==> config.mk <==
export PLATFORM = sky130hd
export DESIGN_NAME = booth_prod_accum_flat
export DESIGN_NICKNAME = d
export VERILOG_FILES = /design/src/rtl/booth_pkg.sv /design/src/rtl/booth_prod_accum_if.sv /design/src/rtl/booth_sat_adder.sv /design/src/rtl/booth_prod_accum.sv /design/src/flat_wrapper.sv
export SDC_FILE = /design/constraint.sdc
export NUM_CORES = 1
export LEC_CHECK = 0
export CORE_MARGIN = 1.5
export CORE_UTILIZATION = 40
export CTS_CLUSTER_DIAMETER = 50
export DETAILED_ROUTE_END_ITERATION = 10
export PLACE_DENSITY = 0.76
export SETUP_SLACK_MARGIN = 0.3
export SLEW_MARGIN = 20
export SYNTH_ARGS = -nofsm -noshare
export SYNTH_HDL_FRONTEND = slang
export SYNTH_SLANG_ARGS = --single-unit
==> constraint.sdc <==
create_clock -name clk -period 2.47 [get_ports clk]
set_input_delay 0.3705 -clock clk [delete_from_list [all_inputs] [get_ports clk]]
set_output_delay 0.3705 -clock clk [all_outputs]
set_load 0.005 [all_outputs]
==> src/rtl/booth_pkg.sv <==
// Shared types, widths and the saturating-add helper for the Booth multiplier family.
package booth_pkg;

    localparam int unsigned PROD_W    = 8;
    localparam int unsigned OPERAND_W = 4;
    localparam int unsigned SAT_ADD_W = 32;

    typedef enum logic {
        ACCUM = 1'b0,
        HOLD  = 1'b1
    } state_e;

    // Signed add clamped to an acc_w-bit range; returns {sat_flag, result}.
    // Operands arrive sign-extended to SAT_ADD_W; only the low acc_w result bits matter.
    function automatic logic [SAT_ADD_W:0] sat_add(
        input logic signed [SAT_ADD_W-1:0] acc,
        input logic signed [SAT_ADD_W-1:0] p,
        input int unsigned                 acc_w
    );
        longint sum;
        longint max_v;
        longint min_v;
        sum   = longint'(acc) + longint'(p);
        max_v = (longint'(64'sd1) <<< (acc_w - 1)) - 64'sd1;
        min_v = -max_v - 64'sd1;
        if (sum > max_v) begin
            return {1'b1, max_v[SAT_ADD_W-1:0]};
        end
        if (sum < min_v) begin
            return {1'b1, min_v[SAT_ADD_W-1:0]};
        end
        return {1'b0, sum[SAT_ADD_W-1:0]};
    endfunction

endpackage

==> src/rtl/booth_prod_accum_if.sv <==
// Product-in / result-out handshake bundle for the product accumulator.
interface booth_prod_accum_if #(
    parameter int unsigned P_W   = 8,
    parameter int unsigned ACC_W = 12,
    parameter int unsigned CNT_W = 3
);
    logic             clear;
    logic             in_valid;
    logic             in_ready;
    logic [P_W-1:0]   p;
    logic             out_valid;
    logic             out_ready;
    logic [ACC_W-1:0] acc_out;
    logic             sat;
    logic [CNT_W-1:0] term_cnt;

    modport master (
        output clear, in_valid, p, out_ready,
        input  in_ready, out_valid, acc_out, sat, term_cnt
    );

    modport slave (
        input  clear, in_valid, p, out_ready,
        output in_ready, out_valid, acc_out, sat, term_cnt
    );
endinterface

==> src/rtl/booth_sat_adder.sv <==
// Combinational saturating signed add of a product into the accumulator.
module booth_sat_adder
    import booth_pkg::*;
#(
    parameter int unsigned ACC_W = 12,
    parameter int unsigned P_W   = 8
) (
    input  logic signed [ACC_W-1:0] acc,
    input  logic signed [P_W-1:0]   p,
    output logic signed [ACC_W-1:0] sum_c,
    output logic                    sat_c
);

    logic [SAT_ADD_W:0] res;
    logic               unused_hi;

    // Widen both operands and clamp the result into ACC_W bits.
    always_comb begin
        res       = sat_add(32'(acc), 32'(p), ACC_W);
        sum_c     = res[ACC_W-1:0];
        sat_c     = res[SAT_ADD_W];
        unused_hi = ^res[SAT_ADD_W-1:ACC_W];
    end

endmodule

==> src/rtl/booth_prod_accum.sv <==
// Accumulates N_TERMS signed products with saturation and hands out the group result.
module booth_prod_accum
    import booth_pkg::*;
#(
    parameter int unsigned P_W     = PROD_W,
    parameter int unsigned ACC_W   = 12,
    parameter int unsigned N_TERMS = 4
) (
    input  logic               clk,
    input  logic               rst_n,
    booth_prod_accum_if.slave  bus
);

    localparam int unsigned CNT_W = $clog2(N_TERMS + 1);

    state_e           state_q;
    state_e           state_d;
    logic [ACC_W-1:0] acc_q;
    logic             sat_q;
    logic [CNT_W-1:0] cnt_q;
    logic             in_ready_c;
    logic             accept_c;
    logic             last_c;
    logic [ACC_W-1:0] sum_c;
    logic             add_sat_c;

    booth_sat_adder #(
        .ACC_W (ACC_W),
        .P_W   (P_W)
    ) u_sat_adder (
        .acc   (acc_q),
        .p     (bus.p),
        .sum_c (sum_c),
        .sat_c (add_sat_c)
    );

    assign accept_c = bus.in_valid && in_ready_c;
    assign last_c   = (cnt_q == CNT_W'(N_TERMS - 1));

    // State register.
    always_ff @(posedge clk or negedge rst_n) begin
        if (!rst_n) begin
            state_q <= ACCUM;
        end else begin
            state_q <= state_d;
        end
    end

    // Next-state: clear wins, a group's last accept enters HOLD, the output handshake leaves it.
    always_comb begin
        state_d = state_q;
        if (bus.clear) begin
            state_d = ACCUM;
        end else begin
            case (state_q)
                ACCUM:   if (accept_c && last_c) state_d = HOLD;
                HOLD:    if (bus.out_ready)      state_d = ACCUM;
                default: state_d = ACCUM;
            endcase
        end
    end

    // Handshake outputs decoded from state; in_ready is held low while in reset.
    always_comb begin
        in_ready_c    = 1'b0;
        bus.out_valid = 1'b0;
        case (state_q)
            ACCUM:   in_ready_c    = rst_n;
            HOLD:    bus.out_valid = 1'b1;
            default: in_ready_c    = 1'b0;
        endcase
        bus.in_ready = in_ready_c;
    end

    // Accumulator, sticky saturation flag and term counter.
    always_ff @(posedge clk or negedge rst_n) begin
        if (!rst_n) begin
            acc_q <= '0;
            sat_q <= 1'b0;
            cnt_q <= '0;
        end else if (bus.clear || (state_q == HOLD && bus.out_ready)) begin
            acc_q <= '0;
            sat_q <= 1'b0;
            cnt_q <= '0;
        end else if (accept_c) begin
            acc_q <= sum_c;
            sat_q <= sat_q | add_sat_c;
            cnt_q <= cnt_q + CNT_W'(1);
        end
    end

    assign bus.acc_out  = acc_q;
    assign bus.sat      = sat_q;
    assign bus.term_cnt = cnt_q;

endmodule

==> src/flat_wrapper.sv <==
// flat-port wrapper written by rule: the top's interface ports become plain ports
module booth_prod_accum_flat import booth_pkg::*;
#(
    parameter int unsigned P_W     = PROD_W,
    parameter int unsigned ACC_W   = 12,
    parameter int unsigned N_TERMS = 4
)
  (clk, rst_n, bus_clear, bus_in_valid, bus_p, bus_out_ready, bus_in_ready, bus_out_valid, bus_acc_out, bus_sat, bus_term_cnt);
  booth_prod_accum_if #(.P_W(P_W), .ACC_W(ACC_W)) bus_i ();
  input  logic clk;
  input  logic rst_n;
  input wire logic [$bits(bus_i.clear)-1:0] bus_clear;
  input wire logic [$bits(bus_i.in_valid)-1:0] bus_in_valid;
  input wire logic [$bits(bus_i.p)-1:0] bus_p;
  input wire logic [$bits(bus_i.out_ready)-1:0] bus_out_ready;
  output wire logic [$bits(bus_i.in_ready)-1:0] bus_in_ready;
  output wire logic [$bits(bus_i.out_valid)-1:0] bus_out_valid;
  output wire logic [$bits(bus_i.acc_out)-1:0] bus_acc_out;
  output wire logic [$bits(bus_i.sat)-1:0] bus_sat;
  output wire logic [$bits(bus_i.term_cnt)-1:0] bus_term_cnt;
  assign bus_i.clear = bus_clear;
  assign bus_i.in_valid = bus_in_valid;
  assign bus_i.p = bus_p;
  assign bus_i.out_ready = bus_out_ready;
  assign bus_in_ready = bus_i.in_ready;
  assign bus_out_valid = bus_i.out_valid;
  assign bus_acc_out = bus_i.acc_out;
  assign bus_sat = bus_i.sat;
  assign bus_term_cnt = bus_i.term_cnt;
  booth_prod_accum #(.P_W(P_W), .ACC_W(ACC_W), .N_TERMS(N_TERMS)) u_core (.clk(clk), .rst_n(rst_n), .bus(bus_i));
endmodule
==> results of run 1 <==
how the worst min path moves through the flow:
| stage | endpoint | slack [ns] | cells past startpoint |
|---|---|---|---|
| after floorplan | u_core.bus.acc_out[0]$_DFFE_PN0P_ | 0.07 | 0 |
| after detailed placement | u_core.bus.sat$_DFFE_PN0P_ | 0.50 | 2 |
| final | u_core.bus.term_cnt[0]$_DFFE_PN0P_ | 0.43 | 2 |
| after CTS | u_core.bus.acc_out[2]$_DFFE_PN0P_ | 0.45 | 2 |
| after global routing | u_core.bus.term_cnt[1]$_DFFE_PN0P_ | 0.45 | 2 |
| after global placement | u_core.bus.sat$_DFFE_PN0P_ | 0.48 | 2 |
layer usage:
layer | wire (um) | share of wire [%] | vias to the layer above
li1 | - | - | 614
met1 | 1650 | 42 | 668
met2 | 2070 | 52 | 35
met3 | 188 | 4.8 | 4
met4 | 37 | 0.94 | 0
met5 | 0 | 0 | -
final cells by class:
class                      instances  area (um2)  area share, %
multi-input combinational        109        1040           50.7
timing repair buffer              54         483           23.5
sequential                        17         427           20.7
tap                               44        55.1           2.68
clock buffer                       3        22.5           1.09
inverter                           6        22.5           1.09
clock inverter                     1        5.00          0.243
stage by stage:
| step | setup TNS (ns) | util [%] | power (mW) |
|---|---|---|---|
| 2_1_floorplan | 0 | - | 0.560 |
| 3_3_place_gp | -3.52 | 57.5 | 0.720 |
| 3_5_place_dp | -4.39 | 57.5 | 0.734 |
| 4_1_cts | 0 | 64.8 | 0.977 |
| 5_1_grt | 0 | 67.4 | 1.09 |
| 6_report | 0 | 67.4 | 1.03 |
flip-flops by register name, indices dropped and copies added (netlist names):
register,flops
u_core.bus.acc_out,12
u_core.bus.term_cnt,3
u_core.bus.sat,1
u_core.state_q,1
cell usage after synthesis (2+ instances only):
master,instances
a21o_1,2
a21oi_1,18
a221o_1,11
dfrtp_1,17
ha_1,14
inv_1,6
nand2_1,11
nand2b_1,3
nand3_1,3
nor2_1,8
nor2b_1,2
o211ai_1,2
o21ai_0,5
o21ai_1,4
xnor2_1,7
xor2_1,3
power groups by stage:
stage | sequential [mW] | combinational [mW] | clock (mW)
2_1_floorplan | 0.334 | 0.226 | 0
3_3_place_gp | 0.333 | 0.387 | 0
3_5_place_dp | 0.336 | 0.398 | 0
4_1_cts | 0.336 | 0.476 | 0.166
5_1_grt | 0.344 | 0.564 | 0.179
6_report | 0.340 | 0.526 | 0.163
critical path, cell delays in order (launching register included):
cell and delay [ns]:
dfrtp_1 0.44, ha_4 0.29, buf_4 0.13, nand3_2 0.09, nor3_2 0.27, a21oi_4 0.12, buf_4 0.16, o21a_4 0.25
a221o_1 0.35
cell families (layout without fill, tap and decap cells):
group | Yosys count | count (layout)
buf+inv | 9 | 64
flops | 17 | 17
compound gates | 50 | 50
simple gates | 34 | 34
xor+xnor | 10 | 10
fa+ha+maj | 15 | 15
timing repair:
action                                  4_1_cts  5_1_grt
buffers inserted                              3        2
gates resized for setup                      35       12
endpoints found under the hold margin         0        0
pin swaps                                    12        7
endpoints found under the setup margin       13       11
gates cloned                                  0        0
cells in the final DEF (no fill, tap or decap), types with 5 or more instances in the layout:
cell type        Yosys  routed
clkdlybuf4s50_1      0      26
a21oi_1             18      12
a21oi_2              0       5
buf_4                0      21
nor2_1               8       8
xnor2_1              7       7
ha_4                 0       9
dfrtp_1             17      16
nand2_1             11      10
a221o_1             11      11
inv_1                6       6
==> results.toml, run 1 <==
[final_layout]
area_growth_pct = 60.9
final_area_um2 = 2060
drive_gt1_share_pct = 33.7
final_net_count = 219
antennaDiodeCount = 0
instances_no_fill = 234
fillCellCount = 252

[pwr]
p_seq_share_pct = 33.0
power.internal_mw = 0.653
switching_share_pct = 36.5
combPwrFrac_pct = 51.2
ir_drop_mv = 0.356
p_switching_mw = 0.375
total_leakage_power_nw = 0.873
clkPwrFrac_pct = 15.8
power.density_nw_per_um2 = 500

[worst_setup_path]
crit_arrival_ns = 2.42
cp-start-kind = "flop"
crit_fanout = 8
rrSetupSlack_ns = 0.26
endpoint_kind = "flop"
r2r-start = "u_core.bus.acc_out[9]$_DFFE_PN0P_"
crit_start = "u_core.bus.acc_out[9]$_DFFE_PN0P_"
critPathKind = "reg -> reg"
reg2reg_depth = 8
cp.required_ns = 2.68
r2r-end = "u_core.bus.acc_out[0]$_DFFE_PN0P_"
endpoint = "u_core.bus.acc_out[0]$_DFFE_PN0P_"

[yosys]
async_reset_ff_share_pct = 100
ys_ff_latch = 17
seq_area_frac_synth_pct = 33.3
synth-compound-area-share_pct = 28.4
synth_xor_area_share_pct = 6.85
ys_types = 35
synthAdderAreaFrac_pct = 15.3
yosysTopAreaCellShare_pct = 33.3
synth_warnings = 0
yosys.area_share.simple_pct = 12.9
syn-num-nets = 163
synth_area_um2 = 1280
synth_flop_cell = "dfrtp_1"
synth_top_area_cell = "dfrtp_1"
synth_top_family_by_area = "compound AO/OA/AOI/OAI gates"
syn-instance-count = 135
synth_edf_count = 0
syn_area_per_cell_um2 = 9.47
synth_area_leaders = "dfrtp_1 (33%), ha_1 (14%), a221o_1 (8.6%)"
muxShareOfSynthArea_pct = 0

[die]
dieHeight_um = 59.5
dieArea_um2 = 3550
ios = 31
num_rows = 20
die_w_um = 59.5
core_area_um2 = 3050
start_util_pct = 41.9

[clocking]
ctsHoldBuffers = 0
cts_tree = "yes"
h-tree-depth = 1
cts-buffers-inserted = 3
clock_latency_ns = 0.31
clkTransAtPathRegs_ns = 0.11
cts_buffer_depth = 2
cts.sinks = 17
root_buffer = "clkbuf_4"

[timing]
clock.fmax_mhz = 452
tightest_slew_ns = 0.377
fin_ws_ns = 0.260
rsz0062_at_grt = "yes"
hold_viol = 0
setup_viol = 0
finalClockSkew_ns = 0.00203
drv_slew = 0
slew_headroom_pct = 74.6
min_period_over_period_pct = 89.5
min_period_ns = 2.21
hold_ws_ns = 0.431

[drt]
drt_iter0_markers = 35
drtPass1Iterations = 4
wl_per_cell_um = 16.9
ant_nets = 0
drc = 0
num_vias = 1321
via_per_inst = 5.65
routed_wl_mm = 3.94

[global_route]
grt.met3_usage_pct = 5.02
antenna_found_initial = 0
top_usage_layer = "met2"
met1_usage_pct = 27.3
grt_start_max_net_pins = 18
grt-ovfl-total = 0
grtUsageMet2_pct = 44.4
grt_pass1_wl_mm = 6.19
track_usage_pct = 23.8
grt_pass1_vias = 1304

[worst_hold_path]
hp-class = "in -> async"

[place]
dpl_cell_area_um2 = 1760
portBuffers = 30
place_inst = 225
hpwl_mm = 2.46
dp_slack_ns = -0.416
gp_routability_congestion = 0.910

[run_status]
outcome = "finished clean"

[run]
cap_violations = 0
Note: power is estimated with default switching activity, not from simulation.
==> run 2, diff against run 1 <==
--- a/config.mk
+++ b/config.mk
@@ -5,6 +5,7 @@
 export SDC_FILE = /design/constraint.sdc
 export NUM_CORES = 1
 export LEC_CHECK = 0
+export CORE_ASPECT_RATIO = 0.9
 export CORE_MARGIN = 1.5
 export CORE_UTILIZATION = 40
 export CTS_CLUSTER_DIAMETER = 50
==> run 2 against run 1 <==
Against the previous run:
- clock-buffer cell count did not move
- non-clock buffer count rose by 11
- die area barely moved
- register-to-register slack got worse by 0.04 ns
- setup slack got worse by 0.078 ns
- hold slack got worse by 0.036 ns
- total power rose by 4.5%
- cell count rose by 3.8%
- critical endpoint is now u_core.bus.acc_out[5]$_DFFE_PN0P_
==> results.toml, run 2 (synthesized netlist as in run 1, its figures left out) <==
[clocking]
clkTransAtPathRegs_ns = 0.11
h-tree-depth = 1
cts_tree = "yes"
cts_buffer_depth = 2
root_buffer = "clkbuf_4"
clock_latency_ns = 0.31
cts-buffers-inserted = 3
ctsHoldBuffers = 0
cts.sinks = 17

[die]
num_rows = 19
ios = 31
core_area_um2 = 3040
start_util_pct = 42.0
dieArea_um2 = 3550
dieHeight_um = 56.6
die_w_um = 62.6

[timing]
slew_headroom_pct = 78.2
fin_ws_ns = 0.182
rsz0062_at_grt = "yes"
hold_viol = 0
finalClockSkew_ns = 0.00182
tightest_slew_ns = 0.323
setup_viol = 0
min_period_over_period_pct = 92.6
drv_slew = 0
min_period_ns = 2.29
clock.fmax_mhz = 437

[place]
dp_slack_ns = -0.352
portBuffers = 30
gp_routability_congestion = 0.823
hpwl_mm = 2.50

[worst_hold_path]
hp-class = "in -> async"

[pwr]
clkPwrFrac_pct = 15.2
ir_drop_mv = 0.318
total_leakage_power_nw = 0.946
p_seq_share_pct = 31.5
switching_share_pct = 36.4
power.total_mw = 1.07
power.density_nw_per_um2 = 495
combPwrFrac_pct = 53.3
p_switching_mw = 0.391
power.internal_mw = 0.683

[final_layout]
drive_gt1_share_pct = 36.3
final_net_count = 230
antennaDiodeCount = 0
largest_register_ff_count = 12
multi_input_area_um2 = 1040
regArea_um2 = 427
fillCellCount = 226
layout_common_cells = "buf_4 (31), clkdlybuf4s50_1 (25), dfrtp_1 (16)"
area_growth_pct = 69.8
final_common_cell = "buf_4"

[global_route]
grt-ovfl-total = 0
grt_pass1_wl_mm = 6.04
track_usage_pct = 21.6
grt_pass1_vias = 1336
antenna_found_initial = 0
grt_start_max_net_pins = 18

[drt]
drc = 0
wl_per_cell_um = 16.7
drtPass1Iterations = 4
drt_iter0_markers = 63
ant_nets = 0
via_per_inst = 5.61
num_vias = 1363
routed_wl_mm = 4.05

[worst_setup_path]
r2r-start = "u_core.bus.acc_out[2]$_DFFE_PN0P_"
cp.required_ns = 2.67
endpoint_kind = "flop"
reg2reg_depth = 8
cp-start-kind = "primary input"
r2r-end = "u_core.bus.acc_out[8]$_DFFE_PN0P_"
crit_arrival_ns = 2.49
critPathKind = "in -> reg"
crit_fanout = 6
rrSetupSlack_ns = 0.22

[run_status]
outcome = "finished clean"

[run]
cap_violations = 0
==> run 2: timing repair <==
action,4_1_cts,5_1_grt
gates resized for setup,28,21
gates cloned,1,0
endpoints found under the setup margin,12,12
pin swaps,8,22
buffers inserted,5,7
endpoints found under the hold margin,0,0
==> run 2: worst max path at each step <==
stage | cells after the start | to | slack [ns] | start
2_1_floorplan | 9 | u_core.bus.acc_out[0]$_DFFE_PN0P_ | 0.33 | u_core.bus.acc_out[0]$_DFFE_PN0P_
5_1_grt | 9 | u_core.bus.acc_out[5]$_DFFE_PN0P_ | 0.15 | u_core.bus.acc_out[7]$_DFFE_PN0P_
3_3_place_gp | 8 | u_core.bus.acc_out[0]$_DFFE_PN0P_ | -0.29 | bus_p[7]
3_5_place_dp | 8 | u_core.bus.acc_out[1]$_DFFE_PN0P_ | -0.35 | bus_p[7]
6_report | 9 | u_core.bus.acc_out[5]$_DFFE_PN0P_ | 0.18 | bus_p[3]
4_1_cts | 9 | u_core.bus.acc_out[5]$_DFFE_PN0P_ | 0.21 | u_core.bus.acc_out[0]$_DFFE_PN0P_
==> run 2: cell type report <==
class / count / share of cell area, %
multi-input cells: 109 / 48.1
repair buffers: 65 / 27.5
clock buffers: 3 / 1.04
well taps: 42 / 2.42
inverters: 6 / 1.04
flip-flops and latches: 17 / 19.7
clock inverters: 1 / 0.231
==> run 2: power by group through the flow <==
stage               registers [mW]  logic (mW)  clock network [mW]
global route                 0.342       0.612               0.179
CTS                          0.336       0.481               0.165
global placement             0.335       0.408                   0
detailed placement           0.337       0.417                   0
floorplan                    0.334       0.226                   0
finish                       0.338       0.573               0.163
==> run 2: per-stage QoR <==
step	TNS (ns)	hold slack (ns)	instance area, um2	utilization (%)	instances
after CTS	0	0.400	2010	65.9	236
after global placement	-3.07	0.474	1790	58.8	226
after floorplan	0	0.0749	1280	-	135
after detailed placement	-3.76	0.484	1790	58.8	226
after global routing	0	0.405	2170	71.3	243
final	0	0.395	2170	71.3	243
==> run 2: worst max-delay path, stage by stage <==
cell             delay (ns)
clkdlybuf4s50_1        0.45
ha_4                   0.30
o211ai_1               0.13
o211ai_2               0.30
a21oi_4                0.12
buf_4                  0.17
a41o_4                 0.23
buf_12                 0.14
a221o_1                0.26
==> run 2: layer usage <==
metal,wire [um],global-route usage [%]
met4,186,6.98
met2,2040,38.7
met5,0,0
met3,263,5.61
met1,1560,25.3
